--- config.mk ---
export PLATFORM = sky130hd
export DESIGN_NAME = uart_rx_fifo
export DESIGN_NICKNAME = d
export VERILOG_FILES = /design/src/rtl/uart_rx_fifo.sv
export SDC_FILE = /design/constraint.sdc
export NUM_CORES = 1
export LEC_CHECK = 0
export CORE_ASPECT_RATIO = 1.1
export CORE_MARGIN = 5
export CORE_UTILIZATION = 30
export DETAILED_ROUTE_END_ITERATION = 10
export PLACE_DENSITY = 0.54
export SYNTH_ARGS = -nofsm -noshare
export SYNTH_HDL_FRONTEND = slang
export SYNTH_SLANG_ARGS = --single-unit
--- constraint.sdc ---
create_clock -name clk -period 3.4 [get_ports clk]
set_input_delay 0.68 -clock clk [delete_from_list [all_inputs] [get_ports clk]]
set_output_delay 0.68 -clock clk [all_outputs]
set_load 0.01 [all_outputs]
--- src/rtl/uart_rx_fifo.sv ---
`default_nettype none
// ============================================================================
//  Module   : uart_rx_fifo
//  Purpose  : Captures each completed UART receive byte once and buffers it
//             in a first-word-fall-through FIFO with occupancy and overflow.
//  Revision : 1.0 - initial release
// ============================================================================
module uart_rx_fifo #(
    parameter int ADDR_W = 4,
    parameter int DEPTH  = 16
) (
    input  logic              clk,
    input  logic              rst,
    input  logic [7:0]        rx_data,
    input  logic              rx_done,
    output logic [7:0]        m_data,
    output logic              m_valid,
    input  logic              m_ready,
    output logic [ADDR_W:0]   count,
    output logic              full,
    output logic              empty,
    output logic              overflow,
    input  logic              clr_ovf
);

    localparam logic [ADDR_W:0]   c_depth   = (ADDR_W + 1)'(DEPTH);
    localparam logic [ADDR_W:0]   c_cnt_one = (ADDR_W + 1)'(1);
    localparam logic [ADDR_W-1:0] c_ptr_one = ADDR_W'(1);

    generate
        if (DEPTH != (1 << ADDR_W)) begin : g_depth_check
            $error("uart_rx_fifo: DEPTH must equal 2**ADDR_W");
        end
    endgenerate

    logic [7:0]        mem_q [DEPTH];
    logic              done_q;
    logic [ADDR_W-1:0] wr_ptr_q, wr_ptr_d;
    logic [ADDR_W-1:0] rd_ptr_q, rd_ptr_d;
    logic [ADDR_W:0]   count_q, count_d;
    logic              overflow_q, overflow_d;

    logic w_push;
    logic w_pop;
    logic w_accept;
    logic w_drop;

    assign empty    = (count_q == '0);
    assign full     = (count_q == c_depth);
    assign m_valid  = ~empty;
    assign count    = count_q;
    assign overflow = overflow_q;
    assign m_data   = empty ? 8'h00 : mem_q[rd_ptr_q];

    // A push into a full FIFO is still accepted when the head leaves in the same cycle.
    assign w_push   = rx_done & ~done_q;
    assign w_pop    = m_valid & m_ready;
    assign w_accept = w_push & (~full | w_pop);
    assign w_drop   = w_push & full & ~w_pop;

    always_comb begin
        wr_ptr_d   = wr_ptr_q;
        rd_ptr_d   = rd_ptr_q;
        count_d    = count_q;
        overflow_d = overflow_q;
        if (w_accept) begin
            wr_ptr_d = wr_ptr_q + c_ptr_one;
        end
        if (w_pop) begin
            rd_ptr_d = rd_ptr_q + c_ptr_one;
        end
        case ({w_accept, w_pop})
            2'b10:   count_d = count_q + c_cnt_one;
            2'b01:   count_d = count_q - c_cnt_one;
            default: count_d = count_q;
        endcase
        // Set has priority over clear so a drop is never lost.
        if (w_drop) begin
            overflow_d = 1'b1;
        end else if (clr_ovf) begin
            overflow_d = 1'b0;
        end
    end

    // The edge detector keeps tracking during reset so a held level is not seen as new.
    always_ff @(posedge clk) begin
        done_q <= rx_done;
        if (rst) begin
            wr_ptr_q   <= '0;
            rd_ptr_q   <= '0;
            count_q    <= '0;
            overflow_q <= 1'b0;
        end else begin
            wr_ptr_q   <= wr_ptr_d;
            rd_ptr_q   <= rd_ptr_d;
            count_q    <= count_d;
            overflow_q <= overflow_d;
        end
    end

    always_ff @(posedge clk) begin
        if (!rst && w_accept) begin
            mem_q[wr_ptr_q] <= rx_data;
        end
    end

endmodule
`default_nettype wire

======== Yosys cells after proc, flatten, opt, wreduce, memory -nomap -nowiden ========
Memories as Yosys holds them, arrays and structs flattened. A register that Yosys moved wholly into a read port is not among the register bits.
Index checks and enable logic that the tools add are counted.
storage, ports and cells
  flip-flop bits (word level) ............. 15
  bits in writable memories ............... 128
  bits of input ports ..................... 13
  output and inout port bits .............. 17
  word-level logic and storage cells ...... 36
  memories ................................ 1
cells by class
  $add $sub $neg .......................... 4
  equality and inequality tests ........... 3
  muxes and demuxes ....................... 8
  bitwise gates (word level) .............. 10
  reductions and logical operators ........ 5
memory list
  name   depth  width  read ports  clocked after memory_dff  wr ports  line  RTL
  mem_q  16     8      1           1                         1         36    logic [7:0] mem_q [DEPTH];
operators by type and width
  cell                 count
  $pmux 5 s2           1
  $add 4x1->4 const B  2
  $mux 4               2
  $mux 8               1
  $add 5x1->5 const B  1
  $and 1x1->1          5
  $eq 5x5->1 const B   1
  $logic_not 5->1      1
  $sub 5x1->5 const B  1
  $mux 1               4
  $not 1->1            4
  $reduce_bool 2->1    2
  $eq 2x1->1 const B   1
  $eq 2x2->1 const B   1
  $logic_and 1x1->1    1
  $logic_not 1->1      1
  $or 1x1->1           1

======== Depth between registers and ports, before layout ========
  word-level depth ........................ 8
  mapped depth ............................ 10
  gate-level depth less buffers ........... 8

======== Worst setup path after synthesis ========
No wires, ideal clock.
  path kind ............................... reg-to-reg
  start ................................... register count_q[1], in the netlist count[1]
  end ..................................... register count_q[4], in the netlist count[4]
  library setup time ...................... 0.123 ns
  arrival ................................. 2.368 ns
  data required time ...................... 3.277 ns
  slack ................................... 0.909 ns
  cell stages (with the launch flop) ...... 11
  path buffers ............................ 2
  period minus slack after synthesis ...... 2.491 ns
  path through ............................ dfxtp_1 > buf_6 > or4_4 > buf_6 > o211ai_4 > inv_2 > ha_1 > inv_1 > nor2_1 > o32ai_1 > mux2_1
between the ends
  cells in the longest elaborated chain, start to end .. 7
  elaborated cells between the ends (all ways) .. 13
  those cells by class .................... 2 x add/sub; 3 x eq/ne; 1 x mux; 5 x bitwise; 2 x reduce/logical
RTL lines
  what                                                    line  RTL
  from (decl)                                             40    logic [ADDR_W:0] count_q, count_d;
  from (signal assigned)                                  96    count_q <= count_d;
  $logic_not 5->1                                         48    assign empty = (count_q == '0);
  $not 1->1                                               50    assign m_valid = ~empty;
  $and 1x1->1                                             57    assign w_pop = m_valid & m_ready;
  $or 1x1->1                                              58    assign w_accept = w_push & (~full | w_pop);
  $and 1x1->1                                             58
  $eq 2x1->1 / $eq 2x2->1 (equally long branches)         72    case ({w_accept, w_pop})
  $pmux 5 s2 / $reduce_bool 2->1 (equally long branches)  --
Parallel ways exist; a longest one is shown, timed or not.
A chain may end at the register's enable or synchronous reset.

==> impl_metrics.py <==
metrics = {
    "timing": {
        "worst_pin_slew_ps": 808,
        "finalSetupViolCount": 0,
        "rsz0062_at_grt": "false",
        "fmax_mhz": 308,
        "fin_crit_ps": 3250,
        "slew_headroom_pct": 46.0,
        "slew_violations": 0,
        "min_period_over_period_pct": 95.5,
        "fin_setup_tns_ps": 0,
        "finalHoldViolCount": 0,
        "finClkSkew_ps": 8.95,
    },
    "drt": {
        "wl_per_cell_um": 19.5,
        "drc": 0,
        "drtAntennaViolNets": 0,
        "vias": 3094,
        "routed_wl_um": 12600,
        "firstDrtPassIters": 5,
        "first_iter_violations": 199,
        "viasPerCell": 4.79,
    },
    "status": {
        "status": "finished, final reports clean",
    },
    "global_route": {
        "grt_pass1_wl_um": 19500,
        "antenna_found_initial": 0,
        "grt_usage_pct": 11.7,
        "grt_max_degree": 33,
        "grt_pass1_vias": 3304,
        "gr-total-overflow": 0,
    },
    "cells_and_area": {
        "final_area_mm2": 0.00724,
        "synthToLayoutAreaGrowth_pct": 22.4,
        "mostFrequentLayoutCells": "128 x edfxtp_1, 32 x nor2_1, 32 x mux4_2",
        "num_antenna_cells": 0,
        "layout.nets": 401,
        "n_fill_cell": 1810,
        "post_route_cells_drive_above_1_share_pct": 21.6,
        "layout_commonest_cell": "edfxtp_1",
    },
    "clocking": {
        "cts_tree": "done",
        "holdBufCountCts": 0,
        "htreeDepth": 4,
        "numCtsBuffers": 17,
        "clkTransAtPathRegs_ps": 60,
        "cts_resized": 0,
        "clock_latency_ps": 420,
        "cts_root_buf": "clkbuf_16",
        "clk_path_buf_depth": 2,
        "cts_sinks": 147,
    },
    "worst_setup_path": {
        "crit_type": "flop to primary output",
        "worstPathRequired_ps": 2720,
        "start_kind": "flop",
        "rrSetupSlack_ps": 730,
        "r2r_cells": 9,
        "cp_max_fo": 14,
        "worstPathArrival_ps": 2570,
        "cp-end-kind": "primary output",
        "reg2reg_to": "count[4]",
        "reg2reg_from": "count[2]",
    },
    "logic_synthesis": {
        "ys_seq_elements": 147,
        "synth_edf_count": 128,
        "synth_cells": 328,
        "syn_area_per_cell_um2": 18.0,
        "synth.distinct_cells": 38,
        "seq_area_frac_synth_pct": 71.4,
        "synth_top_area_cell": "edfxtp_1",
        "syn_nets": 348,
        "async_flop_share_pct": 0,
        "synth_top_area_share_pct": 64.9,
        "ys.warnings.count": 0,
        "synth_ff_type": "edfxtp_1",
        "synth_top_cells_by_area": "edfxtp_1 65%, mux4_2 12%, dfxtp_1 6.4%, mux2i_1 3.0%, nor2_1 2.0%",
        "syn_area_mm2": 0.00592,
    },
    "floorplanning": {
        "core-area_mm2": 0.0197,
        "io-pin-count": 30,
        "initial_core_util_pct": 30.1,
        "dieHeight_um": 157,
        "dieArea_mm2": 0.0226,
        "die_x_um": 144,
        "rows": 54,
    },
    "placement": {
        "place_congestion": 0.791,
        "placed_cell_area_mm2": 0.00662,
        "port-buffer-count": 29,
        "place_hpwl_um": 8030,
    },
    "worst_hold_path": {
        "min-delay-start": "overflow",
        "hold_path_end": "overflow",
        "hold_path_depth": 2,
        "hp-class": "flop to flop",
    },
    "power_and_ir_drop": {
        "power_density_mw_per_mm2": 714,
        "p_leak_uw": 0.00228,
        "ir_drop_uv": 364,
    },
    "run": {
        "cap_viol_max_count": 0,
    },
}
[state kept, by name, summed over array words and instances, names as in the netlist, named ones only]
register / cells
wr_ptr_q: 4
mem_q: 128
rd_ptr_q: 4
overflow: 1
count: 5
done_q: 1
[how the worst max path moves through the flow]
| stage | from | endpoint | slack [ps] | cells after the start |
|---|---|---|---|---|
| finish | flop | m_data[7] | 150 | 5 |
| global route | flop | m_data[0] | 6 | 5 |
| CTS | flop | m_data[7] | 30 | 5 |
| detailed placement | m_ready | count[4] | 420 | 8 |
| global placement | m_ready | count[4] | 460 | 8 |
| floorplan | count[1] | count[4] | 910 | 10 |
[logic make-up (layout without fill, tap and decap cells)]
| kind of cell | count (synthesis) | in the layout | synth area share [%] |
|---|---|---|---|
| flops | 147 | 147 | 71.4 |
| simple gates | 65 | 65 | 5.43 |
| mux | 53 | 53 | 15.8 |
| compound gates | 28 | 28 | 3.34 |
| buf+inv | 22 | 88 | 1.71 |
| fa+ha+maj | 7 | 7 | 1.48 |
| xor+xnor | 6 | 6 | 0.888 |
[cells in the mapped netlist, types with 2 or more instances]
master and number:
edfxtp_1 128, or3_1 2, nor2b_1 2, dfxtp_1 19
mux2i_1 18, mux4_2 32, o21ai_0 4, nor3b_1 2
buf_2 3, clkbuf_1 10, xor2_1 3, nand2b_1 4
ha_1 7, o22ai_1 8, a31oi_1 3, nor2_1 32
o211ai_1 3, nand3_1 6, nand2_1 9, nor3_1 3
xnor2_1 3, inv_1 6, a21oi_1 4, mux2_1 2
buf_6 2
[worst max-delay path: stages, from the launching register on]
cell	delay [ps]
dfxtp_2	500
buf_12	230
mux4_2	520
mux2i_1	220
o22ai_1	160
clkdlybuf4s50_1	510
[repair_timing]
action | CTS | global route
setup buffers | 0 | 0
endpoints found under the hold margin | 0 | 0
setup endpoints to repair | 0 | 4
[final cells by class]
| cell class | instances | area, µm² | share of cell area, % |
|---|---|---|---|
| clock inverters | 11 | 160 | 2.21 |
| repair buffers | 49 | 483 | 6.67 |
| inverters | 7 | 26.3 | 0.363 |
| flip-flops and latches | 147 | 4230 | 58.3 |
| well taps | 252 | 315 | 4.35 |
| clock buffers | 21 | 440 | 6.08 |
| multi-input cells | 159 | 1590 | 22.0 |
[routing by layer]
metal | wire, µm | part of all wire [%] | track usage [%]
met1 | 5480 | 44 | 15.3
met2 | 6170 | 49 | 18.7
met3 | 734 | 5.8 | 3.56
met4 | 176 | 1.4 | 3.95
met5 | 0 | 0 | 0
[stage by stage]
step / worst slack (ps) / std cells / utilization [%] / hold WS, ps / total power [µW]
floorplan: 909 / 328 / - / 468 / 2870
global placement: 460 / 613 / 33.7 / 459 / 3270
detailed placement: 417 / 613 / 33.7 / 472 / 3280
CTS: 32.4 / 645 / 36.7 / 485 / 5200
global route: 5.99 / 646 / 36.8 / 504 / 5420
finish: 154 / 646 / 36.8 / 473 / 5170
[where the power goes]
group          internal, µW  leakage [µW]  switching (µW)
combinational           627      0.000678             548
clock                  1220      0.000294             690
sequential             2010       0.00131            79.6
No activity file was read; power rests on OpenSTA's default activity.
